===== src/rtl/mips_cpu_divideru.sv =====
// mips_cpu_divideru: 32-bit unsigned restoring radix-2 divider, one quotient
// bit per clock, MSB first. A started operation returns its result 32 edges
// after acceptance. Divide-by-zero yields Quotient = all ones,
// Remainder = Dividend, and dbz = 1.
// Optional build macro MIPS_CPU_DIVIDERU_DBZ_FAST_EN: a zero divisor completes
// on the first edge after acceptance instead of running all 32 iterations.
module mips_cpu_divideru (
  input  logic        clk,
  input  logic        reset,      // asynchronous, active-low
  input  logic        start,
  input  logic [31:0] Dividend,
  input  logic [31:0] Divisor,
  output logic [31:0] Quotient,
  output logic [31:0] Remainder,
  output logic        done,
  output logic        dbz
);

  typedef enum logic [1:0] {IDLE, BUSY, DONE} state_t;

  state_t      state, state_nxt;
  logic [31:0] dvd_q;      // dividend bits shift out of the top, quotient bits shift in at the bottom
  logic [31:0] dvs_q;      // latched divisor
  logic [31:0] rem_q;      // partial remainder, always < divisor between iterations
  logic [5:0]  count_q;    // iterations still to run
  logic        accept;
  logic        finish;
  logic        fast_dbz;
  logic [32:0] rem_shift;  // 33-bit partial remainder after the left shift
  logic [32:0] diff;
  logic        q_bit;
  logic [31:0] rem_nxt;

`ifdef MIPS_CPU_DIVIDERU_DBZ_FAST_EN
  assign fast_dbz = (dvs_q == '0);
`else
  assign fast_dbz = 1'b0;
`endif

  // One restoring-division step: shift, trial subtract, keep or restore.
  always_comb begin
    rem_shift = {rem_q, dvd_q[31]};
    diff      = rem_shift - {1'b0, dvs_q};
    // A shifted remainder at or above 2^32 always exceeds the divisor;
    // otherwise bit 32 of the difference is the borrow out.
    q_bit     = rem_shift[32] | ~diff[32];
    rem_nxt   = q_bit ? diff[31:0] : rem_shift[31:0];
  end

  // State register.
  always_ff @(posedge clk or negedge reset) begin
    // NOTE: sequential state uses non-blocking assignments so every flop samples pre-edge values.
    if (!reset) state <= IDLE;
    else        state <= state_nxt;
  end

  // Next-state and control decode.
  always_comb begin
    // NOTE: every output of this block gets a default first, so no path can infer a latch.
    state_nxt = state;
    accept    = 1'b0;
    finish    = 1'b0;
    unique case (state)
      IDLE, DONE: begin
        if (start) begin
          accept    = 1'b1;
          state_nxt = BUSY;
        end
      end
      BUSY: begin
        if (fast_dbz || count_q == 6'd1) begin
          finish    = 1'b1;
          state_nxt = DONE;
        end
      end
      default: state_nxt = IDLE;
    endcase
  end

  // Operand latch, iteration datapath and registered results.
  always_ff @(posedge clk or negedge reset) begin
    if (!reset) begin
      // NOTE: working registers are ordinary flops, so they are reset along with the outputs.
      dvd_q     <= '0;
      dvs_q     <= '0;
      rem_q     <= '0;
      count_q   <= '0;
      Quotient  <= '0;
      Remainder <= '0;
      done      <= 1'b0;
      dbz       <= 1'b0;
    end else if (accept) begin
      dvd_q   <= Dividend;
      dvs_q   <= Divisor;
      rem_q   <= '0;
      count_q <= 6'd32;
      done    <= 1'b0;
      dbz     <= 1'b0;
    end else if (state == BUSY) begin
      if (finish) begin
        count_q <= '0;
        done    <= 1'b1;
        dbz     <= (dvs_q == '0);
        if (fast_dbz) begin
          // Fast path fires on the first BUSY edge, so dvd_q is still the untouched dividend.
          Quotient  <= '1;
          Remainder <= dvd_q;
        end else begin
          Quotient  <= {dvd_q[30:0], q_bit};
          Remainder <= rem_nxt;
        end
      end else begin
        dvd_q   <= {dvd_q[30:0], q_bit};
        rem_q   <= rem_nxt;
        count_q <= count_q - 6'd1;
      end
    end
  end

endmodule


===== config.mk =====
export PLATFORM = sky130hd
export DESIGN_NAME = mips_cpu_divideru
export DESIGN_NICKNAME = d
export VERILOG_FILES = /design/src/rtl/mips_cpu_divideru.sv
export SDC_FILE = /design/constraint.sdc
export NUM_CORES = 1
export LEC_CHECK = 0
export CAP_MARGIN = 20
export CORE_ASPECT_RATIO = 0.7
export CORE_UTILIZATION = 49
export CTS_CLUSTER_DIAMETER = 120
export DETAILED_ROUTE_END_ITERATION = 10
export PLACE_DENSITY = 0.8
export SYNTH_ARGS = -nofsm -noshare
export SYNTH_HDL_FRONTEND = slang
export SYNTH_SLANG_ARGS = --single-unit

===== constraint.sdc =====
create_clock -name clk -period 2.8 [get_ports clk]
set_clock_uncertainty 0.2 [all_clocks]
set_input_delay 0.28 -clock clk [delete_from_list [all_inputs] [get_ports clk]]
set_output_delay 0.28 -clock clk [all_outputs]
set_load 0.05 [all_outputs]

Word-level counts from Yosys, hierarchy flattened
Cells that the tools add are included.
{"block": "totals", "reg_bits": 170, "inputBits": 67, "wordCells": 52}
{"block": "classes", "addsub": 2, "eq_ne": 6, "muxes": 23, "n_bitwise": 3, "n_reduce_logical": 9}
{"op": "two-way mux 32 bit", "count": 7}
{"op": "subtractor 33 x 32 -> 33 bit", "count": 1}
{"op": "logical NOT 32 bit", "count": 1}
{"op": "two-way mux 6 bit", "count": 3}
{"op": "two-way mux 1 bit", "count": 10}
{"op": "equality test 6 x 1 -> 1 bit, second input constant", "count": 1}
{"op": "inequality test 2 bit, second input constant", "count": 3}
{"op": "AND reduction 2 bit", "count": 3}
{"op": "subtractor 6 x 1 -> 6 bit, second input constant", "count": 1}
{"op": "two-way mux 2 bit", "count": 2}
{"op": "one-hot mux 2 bit (2 select lines)", "count": 1}
{"op": "nonzero test 2 bit", "count": 2}
{"op": "AND reduction 3 bit", "count": 1}
{"op": "equality test 2 x 1 -> 1 bit, second input constant", "count": 1}
{"op": "equality test 2 bit, second input constant", "count": 1}
{"op": "logical NOT 2 bit", "count": 1}
{"op": "NOT 1 bit", "count": 2}
{"op": "OR reduction 2 bit", "count": 1}
{"op": "bitwise OR 1 bit", "count": 1}

Longest topological paths before layout
Gate-level depths: netlist of run 1.
{"block": "logic_depth", "word_depth": 7, "depth_mapped": 14, "mapped_depth_nobuf": 12}

Worst setup path after synthesis of run 1
No wires, ideal clock.
{"block": "synth_path", "path_kind": "register -> register", "start": "register dvd_q[31]", "end": "register rem_q[27]", "t_arrival_ns": 2.591, "required_ns": 2.470, "setup_slack_ns": -0.121, "stages_incl_launch_ff": 14, "path_buffers": 1, "path_cell_list": "dfrtp_1 inv_1 ha_1 fa_1 nand2b_1 a21o_1 a2111oi_4 o21a_2 a21oi_4 o21ba_4 buf_6 and2_1 a41oi_2 o21ai_1"}
{"block": "synth_via", "elab_chain_len": 7}
{"element": "start: declaration", "line": "22", "source": "logic [31:0] dvd_q;"}
{"element": "start signal: assignment", "line": "93", "source": "dvd_q <= Dividend;"}
{"element": "start signal: assignment", "line": "113", "source": "dvd_q <= {dvd_q[30:0], q_bit};"}
{"element": "subtractor 33 x 32 -> 33 bit *", "line": "43", "source": "diff = rem_shift - {1'b0, dvs_q};"}
{"element": "NOT 1 bit", "line": "46", "source": "q_bit = rem_shift[32] | ~diff[32];"}
{"element": "bitwise OR 1 bit", "line": "46"}
{"element": "two-way mux 32 bit *", "line": "47", "source": "rem_nxt = q_bit ? diff[31:0] : rem_shift[31:0];"}
{"element": "two-way mux 32 bit *", "line": "100", "source": "if (finish) begin"}
{"element": "two-way mux 32 bit *", "line": "99", "source": "end else if (state == BUSY) begin"}
{"element": "two-way mux 32 bit *", "line": "92", "source": "end else if (accept) begin"}
{"element": "end signal: assignment", "line": "114", "source": "rem_q <= rem_nxt;"}
{"element": "end: declaration", "line": "24", "source": "logic [31:0] rem_q;"}
Mark *: on every way between the ends. The rest lies on a longest branch, timed or not. The select of a mux whose other input is x is not followed.
A chain may end at the register's enable or synchronous reset.

Worst setup path after layout of run 1
{"block": "layout_path", "start": "register dvd_q[31]", "end": "register Remainder[30]"}
{"block": "layout_via", "elab_chain_len": 4}
{"element": "subtractor 33 x 32 -> 33 bit *", "line": "43"}
{"element": "NOT 1 bit", "line": "46"}
{"element": "bitwise OR 1 bit", "line": "46"}
{"element": "two-way mux 32 bit *", "line": "47"}
{"element": "end signal: assignment", "line": "107", "source": "Remainder <= dvd_q;"}
{"element": "end signal: assignment", "line": "110", "source": "Remainder <= rem_nxt;"}
{"element": "end: declaration", "line": "14", "source": "output logic [31:0] Remainder,"}
Mark *: on every way between the ends. The rest lies on a longest branch, timed or not.

==> results of run 1 <==
-- placed cells by master (no fill, tap or decap), types with 6 or more instances in the layout --
| cell type | netlist | layout |
|---|---|---|
| a21o_1 | 8 | 8 |
| a21oi_1 | 49 | 36 |
| a21oi_2 | 4 | 14 |
| a22oi_1 | 32 | 31 |
| buf_4 | 2 | 109 |
| buf_6 | 4 | 13 |
| clkbuf_16 | 0 | 18 |
| clkdlybuf4s50_1 | 0 | 131 |
| dfrtp_1 | 170 | 169 |
| ha_1 | 34 | 27 |
| ha_4 | 0 | 6 |
| inv_1 | 43 | 40 |
| mux2i_1 | 11 | 6 |
| nand2_1 | 278 | 266 |
| nand2_2 | 1 | 6 |
| nand2_4 | 0 | 7 |
| nand2b_1 | 9 | 8 |
| nand3_1 | 34 | 34 |
| nand4_1 | 7 | 7 |
| nor2_1 | 32 | 24 |
| nor2b_1 | 8 | 7 |
| nor3_1 | 10 | 8 |
| nor4_1 | 10 | 10 |
| o21ai_0 | 101 | 55 |
| o21ai_1 | 19 | 45 |
| o21ai_2 | 0 | 15 |
| xnor2_1 | 11 | 11 |
| xor2_1 | 13 | 13 |
-- Yosys cell counts (9+ instances only) --
cell type	n	area, um^2
nand2_1	278	1040
dfrtp_1	170	4250
o21ai_0	101	505
a21oi_1	49	245
inv_1	43	161
clkbuf_1	39	146
ha_1	34	425
nand3_1	34	170
a22oi_1	32	240
nor2_1	32	120
o21ai_1	19	95.1
xor2_1	13	114
mux2i_1	11	110
xnor2_1	11	96.3
nor3_1	10	50.1
nor4_1	10	62.6
nand2b_1	9	56.3
-- repair_timing --
item                                    in CTS  in global routing
setup buffers                               18                  9
pin swaps                                    9                 19
endpoints found under the setup margin      66                 66
resized for setup                           76                 84
hold buffers                                 1                  0
cloned                                       1                  3
hold endpoints to repair                    58                  0
-- area by class of cell --
class,count,area (um^2),area share
inverters,43,161,0.0130
repair buffers,263,2460,0.199
flip-flops and latches,170,4260,0.344
clock inverters,12,186,0.0151
clock buffers,20,457,0.0369
multi-input cells,732,4560,0.369
well taps,231,289,0.0234
-- sequential cells by signal, summed over array words and instances (netlist names) --
name       count
Remainder     32
Quotient      32
dbz            1
done           1
dvs_q         32
count_q        6
dvd_q         32
rem_q         32
state          2
-- metal layers --
layer  vias to the layer above  GRT usage  part of all wire
li1                       3875          -                 -
met1                      3994      0.413              0.47
met2                       376      0.416              0.44
met3                        46     0.0582             0.075
met4                         0     0.0761             0.018
met5                         -          0                 0
-- worst min path at each step --
stage / cells past startpoint / end / slack, ns
floorplan: 0 / Quotient[0]$_DFFE_PN0P_ / -0.22
global placement: 1 / dvs_q[18]$_DFFE_PN0P_ / 0.09
detailed placement: 1 / dvs_q[22]$_DFFE_PN0P_ / 0.09
CTS: 3 / dvs_q[6]$_DFFE_PN0P_ / 0.20
global route: 3 / dvs_q[26]$_DFFE_PN0P_ / 0.22
finish: 2 / Remainder[21]$_DFFE_PN0P_ / 0.19
-- metrics by stage --
step	cells	util	setup TNS (ns)
2_1_floorplan	997	-	-0.0114
3_3_place_gp	1412	0.637	-6.86
3_5_place_dp	1412	0.637	-9.69
4_1_cts	1461	0.696	-5.92
5_1_grt	1471	0.716	-20.97
6_report	1471	0.716	-14.58
-- worst reg2reg max path: stages (launching register included) --
cell	delay, ns
dfrtp_1	0.38
inv_2	0.07
ha_4	0.17
fa_2	0.34
nand2b_4	0.15
a21o_1	0.19
a2111oi_4	0.34
o21a_2	0.23
a21oi_4	0.08
o21bai_4	0.19
buf_6	0.16
buf_12	0.14
o211ai_1	0.12
o22ai_2	0.17
o21ai_1	0.09
-- kinds of logic (layout without fill, tap and decap cells) --
group                    count (synthesis)  count (layout)
flip-flops                             170             170
adder cells (fa/ha/maj)                 35              35
XOR/XNOR                                24              24
buffers and inverters                   97             338
AND/OR/NAND/NOR                        403             403
multiplexers                            12              12
AO/OA/AOI/OAI                          256             258
==> metrics.md, run 1 <==
| Metric | Value |
|---|---|
| Last element of the critical path | Remainder[30]$_DFFE_PN0P_ |
| DR pass1 iterations | 6 |
| H-tree level count | 4 |
| Hold WC Path Type | input pin to asynchronous set/reset pin |
| Vias in the first global route | 7740 |
| Crit-path leading delay family | compound AO/OA/AOI/OAI gates |
| Max Freq | 317 MHz |
| CTS Root Cell | clkbuf_16 |
| Filler cells | approximately 1200 |
| Syn_nets | 1099 |
| Status | finished with violations |
| Violated checks | negative setup slack |
| Post-layout instance area | 12400 um^2 |
| Prevailing post-synth register cell | dfrtp_1 |
| Vias/cell | 5.64 |
| R2R Path End | Remainder[30]$_DFFE_PN0P_ |
| Max-Cap Viols | 0 |
| Clock slew at reported path FFs | 0.07 ns |
| Core area | 17300 um^2 |
| Unrepaired setup endpoints after global routing | yes |
| # clock sinks | 170 |
| Final Net Count | 1329 |
| Minimum clock period | 3.16 ns |
| IO buf count | around 130 |
| Post-Synth Simple-Gate Area | 0.194 |
| Area grow syn2layout | 41.8% |
| Max Root-Sink Buffers | 2 |
| Yosys warnings | 0 |
| Antenna diodes | 0 |
| CP required | 2.90 ns |
| Setup slack after layout | -0.357 ns |
| Antenna Nets Post-Route | 0 |
| Critical path peak fanout | 7 |
| Routed WL per cell | 17.6 um |
| Total wire length | around 26000 um |
| Number of remaining DRC errors | 0 |
| Synth Area in Compound Gates | 0.182 |
| First-pass GRT wire length | roughly 40000 um |
| Clock Latency Late Sink | 0.44 ns |
| Endpoints failing hold | 0 |
| Synth cell types | 59 |
| Post-synth EDFFs | 0 |
| Register area share after synthesis | 0.488 |
| Largest net degree at the start of global routing | 61 |
| Iteration-0 DRC Markers | 990 |
| Global Route Usage Sum | 0.279 |
| Main combinational cell family by area after synthesis | simple AND/OR/NAND/NOR gates |
| Placed instance area | approximately 11000 um^2 |
| Die height | 114 um |
| Post-Synth XOR/XNOR Area | 0.0241 |
| R2r worst-path depth | 14 |
| Die Wd | approximately 160 um |
| Slew Viols, Final | 0 |
| Total CTS buffers | 17 |
| Die area | 18300 um^2 |
| Worst setup path class | register to register |
| Reg2reg setup slack | -0.36 ns |
| Worst setup path start | dvd_q[31]$_DFFE_PN0P_ |
| Syn Inst Count | between 900 and 1000 |
| Initial antenna violation count | 0 |
| Std-Cell Rows | 40 |
| Synth Register Bits | 170 |
| Crit. End Element | register |
| Routability Congestion | 0.941 |
| WP buf/inv | 3 |
| Startpoint class of the critical path | register |
| Ys async rst share | 1.00 |
| Mux cell area share after synthesis | 0.0143 |
| Largest stage delay, worst path | between 0.3 and 0.4 ns |
| CP arrival | around 3.3 ns |
| DR vias | 8291 |
| I/O pin count | 133 |
| Initial Util | 0.505 |
| Count of final setup violators | 66 |
| Grt total ovfl | 0 |
| Hold Worst Slack | 0.185 ns |
| Slowest CP cell | dfrtp_1 |
| Worst slew pin tran | 0.574 ns |
| Post-Syn Area | 8720 um^2 |
| Max_slew headroom | 0.614 |
| Layout cells sized above 1 | 0.211 |
| Synth Area in Adders | 0.0511 |
| Final Cycle Share | 1.13 |
| Worst r2r src | dvd_q[31]$_DFFE_PN0P_ |
| DP Worst Slack | -0.248 ns |
| CP Cell Sequence | inv_2, ha_4, fa_2, nand2b_4, a21o_1, a2111oi_4, o21a_2, a21oi_4, o21bai_4, buf_6, buf_12, o211ai_1, o22ai_2, o21ai_1 |
| Crit path depth | 14 |
| Avg Inst Size Synth | 8.75 um^2 |
| CTS tree | done |
| DPL Wire Length | between 15000 and 20000 um |
Power of run 1 is left out: the tool's default activity adds up to more than one toggle a clock period on the data nets, which glitch-free logic cannot reach.
==> run 2: changes to the inputs <==
--- a/config.mk
+++ b/config.mk
@@ -10,6 +10,7 @@
 export CORE_UTILIZATION = 49
 export CTS_CLUSTER_DIAMETER = 120
 export DETAILED_ROUTE_END_ITERATION = 10
+export MAX_ROUTING_LAYER = met4
 export PLACE_DENSITY = 0.8
 export SYNTH_ARGS = -nofsm -noshare
 export SYNTH_HDL_FRONTEND = slang
==> run 2 against run 1 <==
Against the previous run: the run still ends with negative setup slack left; wire length about the same; cell count is the same; sequential share of layout area unchanged; first-iteration DRC count down 3.7%; hold slack worse by 0.00097 ns; critical path depth shrank 1; critical path type unchanged; critical endpoint unchanged; largest cell class unchanged; highest routed layer unchanged.
==> metrics.md, run 2 (synthesized netlist as in run 1, its figures left out) <==
| Metric | Value |
|---|---|
| Antenna diodes | 0 |
| Max Freq | between 300 and 400 MHz |
| Most frequent cells in the layout | 266 x nand2_1, 169 x dfrtp_1, 131 x clkdlybuf4s50_1 |
| Die Wd | 161 um |
| Layout cells sized above 1 | 0.211 |
| # clock sinks | 170 |
| Total wire length | 25900 um |
| Largest net degree at the start of global routing | 61 |
| Std-Cell Rows | 40 |
| Reg2reg setup slack | -0.36 ns |
| Clock slew at reported path FFs | 0.07 ns |
| Vias in the first global route | approximately 7700 |
| Die height | 114 um |
| Die area | 18300 um^2 |
| CTS tree | done |
| R2r worst-path depth | 13 |
| R2R Path End | Remainder[30]$_DFFE_PN0P_ |
| Placed instance area | 11000 um^2 |
| Status | finished with violations |
| Final Cycle Share | 1.13 |
| Slew Viols, Final | 0 |
| Crit. End Element | register |
| Violated checks | negative setup slack |
| Hold WC Path Type | input pin to asynchronous set/reset pin |
| Iteration-0 DRC Markers | 953 |
| Initial Util | 0.505 |
| First-pass GRT wire length | 40000 um |
| Max_slew headroom | 0.579 |
| Unrepaired setup endpoints after global routing | yes |
| Hold Worst Slack | 0.184 ns |
| H-tree level count | 4 |
| Max-Cap Viols | 0 |
| Max Root-Sink Buffers | 2 |
| DR pass1 iterations | 7 |
| Grt total ovfl | 0 |
| Number of remaining DRC errors | 0 |
| IO buf count | around 130 |
| Worst setup path class | register to register |
| Count of final setup violators | 66 |
| Last element of the critical path | Remainder[30]$_DFFE_PN0P_ |
| Routability Congestion | 0.958 |
| Post-layout instance area | 12400 um^2 |
| Endpoints failing hold | 0 |
| Antenna Nets Post-Route | 0 |
| Minimum clock period | 3.16 ns |
| Worst r2r src | dvs_q[0]$_DFFE_PN0P_ |
| Critical path peak fanout | 7 |
| I/O pin count | 133 |
| Worst setup path start | dvs_q[0]$_DFFE_PN0P_ |
| Worst slew pin tran | 0.626 ns |
| Area grow syn2layout | 41.8% |
| CP arrival | 3.26 ns |
| Startpoint class of the critical path | register |
| DR vias | slightly above 8000 |
| Global Route Usage Sum | 0.287 |
| Final Net Count | 1329 |
| Clock Latency Late Sink | 0.44 ns |
| Core area | 17300 um^2 |
| Total CTS buffers | 17 |
| Initial antenna violation count | 0 |
| Setup slack after layout | -0.362 ns |
| Vias/cell | 5.62 |
| Commonest non-fill, non-tap cell in the layout | nand2_1 |
| CP required | 2.89 ns |
| Filler cells | approximately 1200 |
| Routed WL per cell | about 18 um |
| CTS Root Cell | clkbuf_16 |
| DPL Wire Length | ~16000 um |
[run 2: cell counts in the layout (fill, tap and decap cells not counted)]
Identical to the previous run, type by type.
[run 2: cell type report]
cell class                      instances  area [um^2]  area share
Clock inverter                         12          186      0.0151
Clock buffer                           20          457      0.0369
Tap cell                              231          289      0.0234
Inverter                               43          161      0.0130
Multi-Input combinational cell        732         4560       0.369
Timing Repair Buffer                  263         2460       0.199
Sequential cell                       170         4260       0.344
[run 2: critical path, cell delays in order, from the launching register on]
cell and delay, ns:
dfrtp_1 0.43, ha_4 0.19, fa_2 0.34, nand2b_4 0.15, a21o_1 0.19, a2111oi_4 0.34
o21a_2 0.23, a21oi_4 0.08, o21bai_4 0.18, buf_6 0.16, buf_12 0.14, o211ai_1 0.12
o22ai_2 0.16, o21ai_1 0.09
[run 2: worst min-delay path by stage]
stage	endpoint	start	slack, ns	depth (start not counted)
2_1_floorplan	Quotient[0]$_DFFE_PN0P_	reset	-0.22	0
3_3_place_gp	dvs_q[18]$_DFFE_PN0P_	reset	0.09	1
3_5_place_dp	dvs_q[22]$_DFFE_PN0P_	reset	0.09	1
4_1_cts	dvs_q[6]$_DFFE_PN0P_	Divisor[6]	0.20	3
5_1_grt	dvs_q[26]$_DFFE_PN0P_	Divisor[26]	0.22	3
6_report	Remainder[21]$_DFFE_PN0P_	reset	0.18	2
[run 2: repair_timing]
| action | 4_1_cts | 5_1_grt |
|---|---|---|
| pin swaps | 9 | 19 |
| hold buffers | 1 | 0 |
| buffers inserted | 18 | 9 |
| cloned | 1 | 3 |
| endpoints found under the hold margin | 58 | 0 |
| resized for setup | 76 | 84 |
| setup endpoints to repair | 66 | 66 |
[run 2: routing by layer]
layer  routed length, um  GRT usage
met1               12200      0.413
met2               11300      0.417
met3                1890     0.0513
met4                 519     0.0818
met5                   0          -
[run 2: through the flow]
stage	std cells	setup WS, ns	utilization	setup TNS (ns)
2_1_floorplan	997	-0.00462	-	-0.0114
6_report	1471	-0.362	0.716	-15.32
3_5_place_dp	1412	-0.248	0.637	-9.69
5_1_grt	1471	-0.465	0.716	-20.05
4_1_cts	1461	-0.186	0.696	-5.92
3_3_place_gp	1412	-0.204	0.637	-6.86
Power of run 2 is left out for the same reason.
